[src/rtl/alu_issue_stage.sv]
// Operand-fetch/issue stage feeding an 8-bit ALU: 4x8 register file, EX->ISSUE forwarding, writeback.
// Latency: accept at edge N drives alu_* after N; writeback at edge N+1. One instruction per cycle.
// Backpressure: instr_ready = ~stall; stall freezes ISSUE and EX state and suppresses writeback.
module alu_issue_stage #(
    parameter int NREGS = 4,
    parameter int CNT_W = 16
) (
    input  logic             clk,
    input  logic             rst,
    input  logic             instr_valid,
    output logic             instr_ready,
    input  logic [2:0]       instr_op,
    input  logic [1:0]       instr_rd,
    input  logic [1:0]       instr_rs1,
    input  logic [1:0]       instr_rs2,
    input  logic             instr_imm_en,
    input  logic [7:0]       instr_imm,
    input  logic             stall,
    output logic [2:0]       alu_control,
    output logic [7:0]       alu_src_a,
    output logic [7:0]       alu_src_b,
    input  logic [7:0]       alu_result,
    output logic             wb_valid,
    output logic [1:0]       wb_rd,
    output logic [7:0]       wb_data,
    output logic             illegal_op,
    output logic [CNT_W-1:0] retire_count,
    input  logic [1:0]       dbg_addr,
    output logic [7:0]       dbg_data
);

    localparam logic [2:0] OP_NOP = 3'b000;
    localparam logic [2:0] OP_ILL = 3'b100;

    logic [7:0] regs [NREGS];
    logic       ex_valid;
    logic       ex_wr;
    logic [1:0] ex_rd;

    logic       accept;
    logic       wb_fire;
    logic [7:0] fwd_a;
    logic [7:0] fwd_b;

    assign instr_ready = ~stall;
    assign accept      = instr_valid & ~stall;
    assign wb_fire     = ex_valid & ex_wr & ~stall;
    assign dbg_data    = regs[dbg_addr];

    // The EX result lands in the regfile on the same edge the dependent op issues, so bypass it.
    always_comb begin
        fwd_a = regs[instr_rs1];
        fwd_b = regs[instr_rs2];
        if (wb_fire && ex_rd == instr_rs1) fwd_a = alu_result;
        if (wb_fire && ex_rd == instr_rs2) fwd_b = alu_result;
    end

    always_ff @(posedge clk) begin
        if (rst) begin
            for (int i = 0; i < NREGS; i++) regs[i] <= '0;
            alu_control  <= OP_NOP;
            alu_src_a    <= '0;
            alu_src_b    <= '0;
            ex_valid     <= 1'b0;
            ex_wr        <= 1'b0;
            ex_rd        <= '0;
            wb_valid     <= 1'b0;
            wb_rd        <= '0;
            wb_data      <= '0;
            illegal_op   <= 1'b0;
            retire_count <= '0;
        end else begin
            if (accept) begin
                alu_control <= instr_op;
                alu_src_a   <= fwd_a;
                alu_src_b   <= instr_imm_en ? instr_imm : fwd_b;
                ex_rd       <= instr_rd;
                ex_valid    <= 1'b1;
                ex_wr       <= (instr_op != OP_NOP) && (instr_op != OP_ILL);
                if (instr_op == OP_ILL) illegal_op <= 1'b1;
            end else if (!stall) begin
                ex_valid    <= 1'b0;
                alu_control <= OP_NOP;
            end

            if (wb_fire) begin
                regs[ex_rd]  <= alu_result;
                wb_valid     <= 1'b1;
                wb_rd        <= ex_rd;
                wb_data      <= alu_result;
                retire_count <= retire_count + CNT_W'(1);
            end else begin
                wb_valid     <= 1'b0;
            end
        end
    end

endmodule

[config.mk]
export PLATFORM = sky130hd
export DESIGN_NAME = alu_issue_stage
export DESIGN_NICKNAME = d
export VERILOG_FILES = /design/src/rtl/alu_issue_stage.sv
export SDC_FILE = /design/constraint.sdc
export NUM_CORES = 1
export LEC_CHECK = 0
export CORE_ASPECT_RATIO = 0.8
export CORE_MARGIN = 2
export CORE_UTILIZATION = 46
export DETAILED_ROUTE_END_ITERATION = 8
export GPL_TIMING_DRIVEN = 0
export PLACE_DENSITY = 0.77
export SYNTH_ARGS = -nofsm -noshare
export SYNTH_HDL_FRONTEND = slang
export SYNTH_SLANG_ARGS = --single-unit
[constraint.sdc]
create_clock -name clk -period 1.7 [get_ports clk]
set_input_delay 0.255 -clock clk [delete_from_list [all_inputs] [get_ports clk]]
set_output_delay 0.255 -clock clk [all_outputs]
set_load 0.01 [all_outputs]
== Word level (Yosys, flattened, before mapping) ==
Memory sizes are Yosys's and may differ from the RTL's. A register that Yosys moved wholly into a read port is not among the register bits.
Cells that the tools add are included.
Storage, ports and cells
  bits in registers: 43
  memory bits (writable): 32
  bits of input ports: 32
  output and inout port bits: 56
  logic and storage cells: 39
  memories kept: 1
Operators by class
  add/subtract/negate cells: 1
  equal/unequal tests: 4
  muxes and demuxes: 14
  bitwise logic cells: 4
  reduce and logical (&&, ||, !) cells: 5
Memories
  regs: words 4, width 8, rd ports 3, clocked after memory_dff 1, wr ports 4, RTL line 35  | logic [7:0] regs [NREGS];
Operators by type and width (count)
  8-bit 2-to-1 mux: 3
  16-bit by 1-bit adder with 16-bit output, second input constant: 1
  1-bit 2-to-1 mux: 8
  8-bit OR reduction: 1
  3-bit 2-to-1 mux: 2
  1-bit AND: 3
  3-bit equality test, second input constant: 1
  3-bit inequality test, second input constant: 1
  3-bit nonzero test: 1
  2-bit equality test: 1
  1-bit logical AND: 2
  2-bit 2-to-1 mux: 1
  2-bit by 1-bit inequality test with 1-bit output, second input constant: 1
  2-bit AND reduction: 1
  1-bit inverter: 1

== Longest topological paths before layout ==
  word-level depth: 7
  gate-level depth with buffers: 7
  depth with buffers taken out: 5

== Least setup slack after synthesis ==
OpenSTA, ideal clock, no wires.
  path kind: input to register
  from: input port stall
  to: memory regs[1][0] (enable)
  setup time: 310 ps
  arrival time: 1444 ps
  data required time: 1390 ps
  setup slack: -55 ps
  cell stages on the path: 4
  buffers on the path: 0
  cell sequence: inv_1 > nand3_2 > nor4b_1 > or2_2
RTL lines
  start: declaration: RTL line 18  | input logic stall,
  end: declaration: RTL line 35

==> results_dict.tcl <==
set metrics [dict create \
    status "finished with violations" \
    failing_checks "setup timing" \
    die_h_um 87.46 \
    overall_die_area_um2 9474 \
    hold_violations 0 \
    globalRouteOverflowTotal 0 \
    grt_use_met2 0.3556 \
    postRouteAntennaNets 0 \
    setup_viol 6 \
    timing.critical_path.fanout_max 6 \
    cp.required_ns 1.96 \
    syn_inst 355 \
    postSynthRegisterBits 83 \
    initial_utilization 0.4721 \
    grt_setup_unrepaired "true" \
    maxSlewViolCount 0 \
    most-common-layout-cells "72 x sky130_fd_sc_hd__clkdlybuf4s50_1, 46 x sky130_fd_sc_hd__dfxtp_1, 36 x sky130_fd_sc_hd__nand2_1" \
    area.growth.synth_to_final_pct 37.02 \
    yosys_warnings 0 \
    placed_cells_incl_taps 549 \
    core_region_area_um2 8483 \
    data_arrival_time_of_the_worst_path_ns 2.03 \
    most_frequent_standard_cell_in_the_layout_excluding_fill_and_tap_cells "sky130_fd_sc_hd__clkdlybuf4s50_1" \
    synth.cell_area_um2 4005 \
    final_period_minus_worst_setup_slack_ns 1.773 \
    fillCellCount 669 \
    timing.critical_path.from "instr_rs1[0]" \
    p_leak_nw 2.065 \
    r2r.worst_path.cells 7 \
    synth_area_per_cell_um2 11.28 \
    finalWirelength_um 10690 \
    cts-buffers-inserted 9 \
    grt.met3_usage 0.05909 \
    drive_above_1_share 0.2370 \
    tritoncts "done" \
    timing.clock.skew_ns 0.006694 \
    postLayoutCoreUtil 0.6469 \
    cap_violations 0 \
    min_path_type "input port to flop" \
    ctsHtreeMaxLevel 3 \
    critical_path.endpoint "alu_src_a[6]$_SDFFE_PP0P_" \
    critPathCaptureType "flop" \
    worst-r2r-setup-slack_ns -0.07 \
    synth_unique_cells 38 \
    worstPathCellList "clkdlybuf4s50_1 > buf_8 > xor2_1 > nor4_2 > o21ai_2 > buf_6 > mux2i_1 > a211oi_1" \
    nNetsFinal 509 \
    dp_hpwl_um 7366 \
    fin_ws_ns -0.07265 \
    cts_sinks 83 \
    place_congestion 0.8282 \
    clkTransAtPathRegs_ns 0.08 \
    die_w_um 108.3 \
    ir_worst_vdd_mv 0.3509 \
    max_clock_freq_mhz 564.1 \
    worstSkewPairLatency_ns 0.36 \
    grt_pass1_vias 3124 \
    final_cell_count_no_fill 593 \
    port_buffers 82 \
    critPathLaunchType "input port" \
    root_buffer "sky130_fd_sc_hd__clkbuf_8" \
    yosysSeqAreaShare 0.4948 \
    synth.net_count 388 \
    regToRegStartpoint "ex_rd[0]$_SDFFE_PP0P_" \
    grt_start_max_net_pins 14 \
    detail_route.first_pass.iterations 5 \
    grtUsageTotal 0.2233 \
    number_of_drc_violations_after_detailed_routing 0 \
    power-per-cell-area_nw_per_um2 726.1 \
    gr-usage-met1 0.3013 \
    maxSlewHeadroom 0.6206 \
    antenna_found_initial 0 \
    cp_max_stage_delay_ns 0.48 \
    design.portCount 88 \
    number_of_antenna_repair_diodes 0 \
    vias_per_cell 5.589 \
    worst_pin_slew_ns 0.5691 \
    period_share 1.043 \
    dr.first_iter.drc_count 273 \
    grt_first_pass_wirelength_um 15970 \
    max-clock-path-buffers 2 \
    critical-path-slowest-cell "sky130_fd_sc_hd__clkdlybuf4s50_1" \
    r2r-end "alu_src_a[6]$_SDFFE_PP0P_" \
    timing_worst_setup_path_type "input port to flop" \
    avgRoutedWirePerCell_um 18.03 \
    num_vias 3314 \
    placementRows 30 \
    globalRoute.busiestLayer "met2" \
]
[routing by layer]
layer	share of wire	routed length [um]
met5	0	0
met2	0.47	5046
met4	0.012	129
met3	0.076	815
met1	0.44	4700
[Yosys cell counts]
master | instances | area (um^2)
sky130_fd_sc_hd__or2_2 | 3 | 18.77
sky130_fd_sc_hd__ha_1 | 1 | 12.51
sky130_fd_sc_hd__buf_1 | 3 | 11.26
sky130_fd_sc_hd__and4_1 | 3 | 26.28
sky130_fd_sc_hd__nor3_4 | 1 | 16.27
sky130_fd_sc_hd__nor2_1 | 28 | 105.1
sky130_fd_sc_hd__dfxtp_1 | 51 | 1021
sky130_fd_sc_hd__o22ai_1 | 8 | 50.05
sky130_fd_sc_hd__a22oi_1 | 3 | 22.52
sky130_fd_sc_hd__nor2b_1 | 8 | 50.05
sky130_fd_sc_hd__buf_2 | 5 | 25.02
sky130_fd_sc_hd__nor4_1 | 2 | 12.51
sky130_fd_sc_hd__nor4b_1 | 2 | 17.52
sky130_fd_sc_hd__o21ai_2 | 1 | 8.760
sky130_fd_sc_hd__nand2_1 | 36 | 135.1
sky130_fd_sc_hd__a211oi_1 | 9 | 67.56
sky130_fd_sc_hd__or3_1 | 4 | 25.02
sky130_fd_sc_hd__buf_4 | 1 | 7.510
sky130_fd_sc_hd__buf_6 | 2 | 22.52
sky130_fd_sc_hd__clkbuf_1 | 14 | 52.55
sky130_fd_sc_hd__edfxtp_1 | 32 | 960.9
sky130_fd_sc_hd__nand3_1 | 2 | 10.01
sky130_fd_sc_hd__nand4_1 | 4 | 25.02
sky130_fd_sc_hd__xnor2_1 | 2 | 17.52
sky130_fd_sc_hd__a31oi_1 | 1 | 6.260
sky130_fd_sc_hd__mux4_2 | 24 | 540.5
sky130_fd_sc_hd__and2b_1 | 1 | 7.510
sky130_fd_sc_hd__and3b_1 | 1 | 8.760
sky130_fd_sc_hd__a31o_2 | 1 | 8.760
sky130_fd_sc_hd__inv_1 | 1 | 3.750
sky130_fd_sc_hd__nand3_2 | 1 | 10.01
sky130_fd_sc_hd__and2_1 | 32 | 200.2
sky130_fd_sc_hd__and3_1 | 10 | 62.56
sky130_fd_sc_hd__mux2i_1 | 16 | 160.2
sky130_fd_sc_hd__a21oi_1 | 25 | 125.1
sky130_fd_sc_hd__nand3_4 | 1 | 17.52
sky130_fd_sc_hd__xor2_1 | 14 | 122.6
sky130_fd_sc_hd__o21ai_0 | 2 | 10.01
[how the worst min path moves through the flow]
stage                            startpoint                 endpoint  cells after the start
finish                                stall    ex_valid$_SDFFE_PP0P_                      3
global route                          stall    ex_valid$_SDFFE_PP0P_                      3
CTS                                   stall    ex_valid$_SDFFE_PP0P_                      3
detailed placement  wb_data[2]$_SDFFE_PP0P_  wb_data[2]$_SDFFE_PP0P_                      2
global placement    wb_data[0]$_SDFFE_PP0P_  wb_data[0]$_SDFFE_PP0P_                      2
floorplan                       instr_rd[1]    ex_rd[1]$_SDFFE_PP0P_                      2
[repair_timing]
action / in CTS / in global routing
pin swaps: 5 / 6
endpoints found under the hold margin: 0 / 0
buffers inserted: 15 / 14
resized for setup: 51 / 27
endpoints found under the setup margin: 123 / 48
hold buffers: 0 / 0
[per-stage QoR]
stage               instance area (um^2)  setup TNS (ns)  hold WS, ns  total power [mW]  worst slack [ns]
finish                              5488         -0.1388       0.3944             3.985          -0.07265
global route                        5488         -0.7880       0.4296             4.143           -0.1211
CTS                                 5289               0       0.3960             3.937          0.001152
detailed placement                  4966          -83.56       0.4495             2.703            -1.092
global placement                    4966          -80.30       0.4488             2.686            -1.028
floorplan                           4005         -0.8731       0.3910             2.455          -0.05457
[cells by family (layout without fill, tap and decap cells)]
| family | count (synthesis) | after routing | synth area share |
|---|---|---|---|
| and+or+nand+nor | 139 | 139 | 0.1868 |
| DFF | 83 | 83 | 0.4948 |
| AOI/OAI and AO/OA | 50 | 50 | 0.07466 |
| muxes | 40 | 40 | 0.1749 |
| buffers and inverters | 26 | 152 | 0.03061 |
| xor gates and xnor gates | 16 | 16 | 0.03499 |
| adders and majority gates | 1 | 1 | 0.003124 |
[worst max-delay path, delay by kind of cell]
family | cells | cell delay, ns
buf+inv | 3 | 0.80
simple gates | 1 | 0.26
xor+xnor | 1 | 0.15
mux | 1 | 0.13
compound gates | 2 | 0.44
[where the power goes]
group | leakage (nW) | total [mW] | internal, mW | switching [mW]
logic | 1.23 | 0.555 | 0.290 | 0.265
registers | 0.748 | 2.16 | 2.12 | 0.0392
clock network | 0.0863 | 1.27 | 0.569 | 0.702
total | 2.06 | 3.98 | 2.98 | 1.01
[flip-flops by register name, indices dropped and copies added, names as in the netlist]
signal	count
illegal_op	1
ex_rd	2
alu_control	3
regs	32
wb_valid	1
retire_count	16
wb_data	8
wb_rd	2
alu_src_b	8
alu_src_a	8
ex_wr	1
ex_valid	1
[cell type report]
type                            instances  area [um^2]  area share
Inverter                                1        3.754   0.0006840
Timing Repair Buffer                  111         1054      0.1920
Multi-Input combinational cell        246         1984      0.3616
Sequential cell                        83         1988      0.3623
Buffer                                 24        146.4     0.02668
Tap cell                              112        140.1     0.02554
Clock inverter                          4        26.28    0.004788
Clock buffer                           12        145.1     0.02645
(Power assumes the default switching activity.)
